`src/rtl/rca_pipe_add_if.sv`:
```
// rca_pipe_add_if: operand/result handshake bundle for rca_pipe_add.
// Optional o_overflow member is present only when RCA_PIPE_OVF_EN is defined.
interface rca_pipe_add_if #(
  parameter int WIDTH = 16
);
  // Operand side
  logic             i_valid;
  logic             o_ready;
  logic [WIDTH-1:0] i_add_term1;
  logic [WIDTH-1:0] i_add_term2;
  logic             i_carry_in;
  // Result side
  logic             o_valid;
  logic             i_ready;
  logic [WIDTH:0]   o_result;
`ifdef RCA_PIPE_OVF_EN
  logic             o_overflow;
`endif

  // Producer/consumer view
  modport master (
    output i_valid, i_add_term1, i_add_term2, i_carry_in, i_ready,
    input  o_ready, o_valid, o_result
`ifdef RCA_PIPE_OVF_EN
    , input o_overflow
`endif
  );

  // Adder view
  modport slave (
    input  i_valid, i_add_term1, i_add_term2, i_carry_in, i_ready,
    output o_ready, o_valid, o_result
`ifdef RCA_PIPE_OVF_EN
    , output o_overflow
`endif
  );
endinterface

```
`src/rtl/rca_pipe_add.sv`:
```
// rca_pipe_add: WIDTH-bit pipelined ripple-carry adder, one SEG_WIDTH-bit
// segment resolved per stage (NSEG = WIDTH/SEG_WIDTH stages).
// Optional feature macro: RCA_PIPE_OVF_EN adds a registered signed-overflow flag.
//
// Handshake: a beat moves across an interface on a rising edge only when
// valid and ready are both 1 in the cycle before that edge. A producer keeps
// valid and its data stable until it is taken. Each stage loads from the
// stage before it when it is empty or is itself passing its beat on, so
// bubbles collapse and o_ready is a combinational function of i_ready.
module rca_pipe_add #(
  parameter int WIDTH     = 16,
  parameter int SEG_WIDTH = 4
) (
  input logic         i_clk,
  input logic         i_rst_n,
  rca_pipe_add_if.slave bus
);
  localparam int NSEG = WIDTH / SEG_WIDTH;

  if ((WIDTH % SEG_WIDTH) != 0 || WIDTH < SEG_WIDTH) begin : g_bad_cfg
    $error("rca_pipe_add: WIDTH must be a non-zero multiple of SEG_WIDTH");
  end

  logic [NSEG-1:0] r_vld;      // stage occupancy
  logic [NSEG-1:0] w_src_vld;  // occupancy offered to each stage
  logic [NSEG:0]   w_load;     // w_load[k]: stage k takes a new beat; [NSEG] is the consumer

  // Per-stage ready chain, from the consumer back to the operand port
  always_comb begin
    w_load[NSEG] = bus.i_ready;
    for (int k = NSEG - 1; k >= 0; k--) begin
      w_load[k] = !r_vld[k] || w_load[k+1];
    end
  end

  // Valid offered to each stage by its upstream neighbour
  always_comb begin
    w_src_vld[0] = bus.i_valid;
    for (int k = 1; k < NSEG; k++) begin
      w_src_vld[k] = r_vld[k-1];
    end
  end

  // Stage occupancy registers
  always_ff @(posedge i_clk or negedge i_rst_n) begin
    if (!i_rst_n) begin
      r_vld <= '0;
    end else begin
      for (int k = 0; k < NSEG; k++) begin
        if (w_load[k]) r_vld[k] <= w_src_vld[k];
      end
    end
  end

  assign bus.o_ready = w_load[0];
  assign bus.o_valid = r_vld[NSEG-1];

  // r_x carries operand A with its already-resolved low segments replaced by
  // sum bits; r_b carries only the still-unused upper bits of operand B.
  for (genvar k = 0; k < NSEG; k++) begin : g_stage
    localparam int LO = k * SEG_WIDTH;

    logic [WIDTH-1:0]  r_x;
    logic              r_c;
    logic [WIDTH-1:0]  w_src_x;
    logic [WIDTH-1:LO] w_src_b;
    logic              w_src_c;
    logic [WIDTH-1:0]  w_nx;
    logic              w_nc;

    if (k == 0) begin : g_in
      assign w_src_x = bus.i_add_term1;
      assign w_src_b = bus.i_add_term2;
      assign w_src_c = bus.i_carry_in;
    end else begin : g_chain
      assign w_src_x = g_stage[k-1].r_x;
      assign w_src_b = g_stage[k-1].g_mid.r_b;
      assign w_src_c = g_stage[k-1].r_c;
    end

    // Ripple chain of full adders across this stage's segment
    always_comb begin
      logic v_c;
      w_nx = w_src_x;
      v_c  = w_src_c;
      for (int j = 0; j < SEG_WIDTH; j++) begin
        w_nx[LO+j] = w_src_x[LO+j] ^ w_src_b[LO+j] ^ v_c;
        v_c = (w_src_x[LO+j] & w_src_b[LO+j]) | (v_c & (w_src_x[LO+j] | w_src_b[LO+j]));
      end
      w_nc = v_c;
    end

    // Partial sum and segment carry; data only moves with a valid beat
    always_ff @(posedge i_clk or negedge i_rst_n) begin
      if (!i_rst_n) begin
        r_x <= '0;
        r_c <= 1'b0;
      end else if (w_load[k] && w_src_vld[k]) begin
        r_x <= w_nx;
        r_c <= w_nc;
      end
    end

    if (k < NSEG - 1) begin : g_mid
      localparam int HI = LO + SEG_WIDTH;
      logic [WIDTH-1:HI] r_b;

      // Forward the unprocessed upper bits of operand B
      always_ff @(posedge i_clk or negedge i_rst_n) begin
        if (!i_rst_n) begin
          r_b <= '0;
        end else if (w_load[k] && w_src_vld[k]) begin
          r_b <= w_src_b[WIDTH-1:HI];
        end
      end
    end

`ifdef RCA_PIPE_OVF_EN
    if (k == NSEG - 1) begin : g_ovf
      logic r_ovf;
      logic w_ovf;
      // Carry-in(MSB) xor carry-out(MSB) equals: operand signs agree and
      // the sum sign differs from them. Bit WIDTH-1 of w_src_x is still A.
      assign w_ovf = (w_src_x[WIDTH-1] == w_src_b[WIDTH-1]) &&
                     (w_nx[WIDTH-1] != w_src_x[WIDTH-1]);

      // Overflow flag travels with the output-stage result
      always_ff @(posedge i_clk or negedge i_rst_n) begin
        if (!i_rst_n) begin
          r_ovf <= 1'b0;
        end else if (w_load[k] && w_src_vld[k]) begin
          r_ovf <= w_ovf;
        end
      end
    end
`endif
  end

  assign bus.o_result = {g_stage[NSEG-1].r_c, g_stage[NSEG-1].r_x};
`ifdef RCA_PIPE_OVF_EN
  assign bus.o_overflow = g_stage[NSEG-1].g_ovf.r_ovf;
`endif
endmodule

```
`src/flat_wrapper.sv`:
```
// flat-port wrapper written by rule: the top's interface ports become plain ports
module rca_pipe_add_flat 
#(
  parameter int WIDTH     = 16,
  parameter int SEG_WIDTH = 4
)
  (i_clk, i_rst_n, bus_i_valid, bus_i_add_term1, bus_i_add_term2, bus_i_carry_in, bus_i_ready, bus_o_ready, bus_o_valid, bus_o_result);
  rca_pipe_add_if #(.WIDTH(WIDTH)) bus_i ();
  input logic i_clk;
  input logic i_rst_n;
  input wire logic [$bits(bus_i.i_valid)-1:0] bus_i_valid;
  input wire logic [$bits(bus_i.i_add_term1)-1:0] bus_i_add_term1;
  input wire logic [$bits(bus_i.i_add_term2)-1:0] bus_i_add_term2;
  input wire logic [$bits(bus_i.i_carry_in)-1:0] bus_i_carry_in;
  input wire logic [$bits(bus_i.i_ready)-1:0] bus_i_ready;
  output wire logic [$bits(bus_i.o_ready)-1:0] bus_o_ready;
  output wire logic [$bits(bus_i.o_valid)-1:0] bus_o_valid;
  output wire logic [$bits(bus_i.o_result)-1:0] bus_o_result;
  assign bus_i.i_valid = bus_i_valid;
  assign bus_i.i_add_term1 = bus_i_add_term1;
  assign bus_i.i_add_term2 = bus_i_add_term2;
  assign bus_i.i_carry_in = bus_i_carry_in;
  assign bus_i.i_ready = bus_i_ready;
  assign bus_o_ready = bus_i.o_ready;
  assign bus_o_valid = bus_i.o_valid;
  assign bus_o_result = bus_i.o_result;
  rca_pipe_add #(.WIDTH(WIDTH), .SEG_WIDTH(SEG_WIDTH)) u_core (.i_clk(i_clk), .i_rst_n(i_rst_n), .bus(bus_i));
endmodule
```
`config.mk`:
```
export PLATFORM = sky130hd
export DESIGN_NAME = rca_pipe_add_flat
export DESIGN_NICKNAME = d
export VERILOG_FILES = /design/src/rtl/rca_pipe_add_if.sv /design/src/rtl/rca_pipe_add.sv /design/src/flat_wrapper.sv
export SDC_FILE = /design/constraint.sdc
export NUM_CORES = 1
export LEC_CHECK = 0
export CAP_MARGIN = 25
export CORE_MARGIN = 4
export CORE_UTILIZATION = 40
export DETAILED_ROUTE_END_ITERATION = 6
export HOLD_SLACK_MARGIN = 0.08
export PLACE_DENSITY = 0.61
export SYNTH_ARGS = -nofsm -noshare
export SYNTH_HDL_FRONTEND = slang
export SYNTH_SLANG_ARGS = --single-unit
```
`constraint.sdc`:
```
create_clock -name i_clk -period 2.5 [get_ports i_clk]
set_clock_uncertainty 0.1 [all_clocks]
set_input_delay 0.25 -clock i_clk [delete_from_list [all_inputs] [get_ports i_clk]]
set_output_delay 0.25 -clock i_clk [all_outputs]
set_load 0.005 [all_outputs]
```
==> results.ini, run 1 <==
[layout]
insertedDiodeCount=0
fin_area_um2=4890
mostFrequentLayoutCells=dfrtp_1, mux2_2, clkdlybuf4s50_1
fin_cells=427
fin_nets=346
nFillCells=815
final_common_cell=dfrtp_1
final_util_pct=52.1
layout-drive-gt1-share_pct=39.6
area_growth_pct=24.9

[worst_setup_path]
ff2ff_path_depth=5
critPathKind=reg -> reg
critPathRequiredTime_ps=2640
crit_path_start=u_core.g_stage[2].g_mid.r_b[12]
startpoint_type=register
endpoint_kind=register
crit_fanout=2
timing.rr.start=u_core.g_stage[2].g_mid.r_b[12]
arrival_ps=2590

[synth]
ys_ff_latch=96
syn-num-nets=279
ys_seq_area_share_pct=61.4
synthCells=226
synth_warnings=0
syn_area_per_cell_um2=17.3
synth_cell_type_count=15
netlist_area_um2=3910

[drt]
vias=1962
wl_met2_um=3000
met1_length_um=2790
vias_per_cell=4.59
wl_met3_um=214
top_layer_used=met4
wl_per_cell_um=14.3
drc=0
dr.pass1.iters=3
wirelength_um=6120
drtAntennaViolNets=0
drt_iter0_markers=30

[sta]
fin_crit_sh_pct=98.0
final-hold-violation-count=0
worst_slew_pin_slew_ps=460
report.final.slew_viol_count=0
whs_ps=289
finalCriticalPeriod_ps=2450
max_slew_margin_pct=69.3
rsz0062_at_grt=true
finalSetupViolCount=0
fmax_mhz=408

[grt]
antenna_found_initial=0
grt_pass1_wl_um=10400
grtUsageTotal_pct=11.8
grt_max_degree=45
grt_pass1_vias=2131
grt-ovfl-total=0

[die]
die_area_um2=11400
rows=35
start_util_pct=41.7
core_area_um2=9370
ios=56
die_h_um=107
die_width_um=107

[run]
maxCapViolations=0

[clock_tree]
cts.path.max_buffers=2
cts_made_buffers=9
cts_resized=0
cts_tree=built
root_buffer=clkbuf_8
clock_latency_ps=350
h-tree-depth=3
cts_sinks=96
clk_pin_slew_worst_paths_ps=80

[placed_design]
dp.cells=410
hpwl_um=4390
portBuffers=55
place_congestion=0.692
placed_area_um2=4660

[power]
leakagePower_nw=2.01
pwr_density_cell_nw_per_um2=991
vdd_ir_drop_max_mv=0.398

[outcome]
status=finished, final reports clean

[hold_path]
hp-class=in -> async

[Yosys cell counts]
master	instances	area [um^2]
buf_2	2	10.0
nand2b_1	4	25.0
or2_2	1	6.26
mux2_2	82	923
nand4b_2	1	15.0
nand3b_1	1	7.51
buf_6	2	22.5
dfrtp_1	96	2400
mux2_1	10	113
nand2_1	3	11.3
nand2_2	1	6.26
fa_1	16	320
buf_4	5	37.5
inv_1	1	3.75
o21ai_2	1	8.76
[repair_timing]
action	4_1_cts	5_1_grt
endpoints found under the hold margin	34	0
setup buffers	0	0
hold buffers	1	0
endpoints found under the setup margin	4	2
pin swaps	9	1
[layout make-up]
class / instances / area (um^2) / share of cell area, %
Clock buffer: 13 / 149 / 3.05
Multi-Input combinational cell: 120 / 1470 / 30.0
Clock inverter: 3 / 65.1 / 1.33
Tap cell: 129 / 161 / 3.30
Sequential cell: 96 / 2400 / 49.2
Timing Repair Buffer: 65 / 638 / 13.1
Inverter: 1 / 3.75 / 0.0768
[worst max-delay path, stage by stage (launching register included)]
cell and delay (ps):
dfrtp_1 410, fa_2 420, fa_2 370, fa_2 340, fa_1 430, mux2_2 270
[power by group]
part | internal (W) | leakage, nW | switching, W
logic | 0.000924 | 0.788 | 0.000432
registers | 0.00209 | 1.12 | 0.000308
clock network | 0.000591 | 0.108 | 0.000494
total | 0.00361 | 2.01 | 0.00123
[state kept, by name (all words and copies together), names as in the netlist]
signal	flops
u_core.g_stage.g_mid.r_b	24
u_core.r_vld	4
u_core.g_stage.r_c	4
u_core.g_stage.r_x	64
[cells by family (layout without fill, tap and decap cells)]
| kind of cell | Yosys count | after routing | synth area share (%) |
|---|---|---|---|
| AND/OR/NAND/NOR | 11 | 11 | 1.82 |
| flip-flops | 96 | 96 | 61.4 |
| adder cells (fa/ha/maj) | 16 | 16 | 8.19 |
| multiplexers | 92 | 92 | 26.5 |
| AO/OA/AOI/OAI | 1 | 1 | 0.224 |
| buffers and inverters | 10 | 82 | 1.89 |
[metal layers]
metal  up-vias  global-route usage, %
li1        918                      -
met1      1004                   15.2
met2        31                   19.0
met3         9                   2.35
met4         0                   5.75
met5         -                      0
[final timing paths]
kind / end / slack, ps
max: u_core.g_stage[3].r_x[15] / 50
min: u_core.g_stage[0].r_x[12] / 290
max reg2reg: u_core.g_stage[3].r_x[15] / 50
min reg2reg: u_core.g_stage[0].g_mid.r_b[10] / 390
max in group asynchronous: u_core.r_vld[2] / 1390
min in group i_clk: u_core.g_stage[0].g_mid.r_b[7] / 390
[metrics by stage]
stage | setup TNS (ps) | total power (W) | setup WS, ps
2_1_floorplan | 0 | 0.00323 | 53.3
3_3_place_gp | -535 | 0.00380 | -297
3_5_place_dp | -661 | 0.00385 | -333
4_1_cts | 0 | 0.00494 | 24.3
5_1_grt | -31.9 | 0.00521 | -24.5
6_report | 0 | 0.00484 | 49.4
(Power assumes the default switching activity.)
==> inputs of run 2 (changes only) <==
Settings changed: GPL_ROUTABILITY_DRIVEN set to 1.
==> results of run 2 <==
No change in the layout: final DEF, timing and power equal those of run 1.
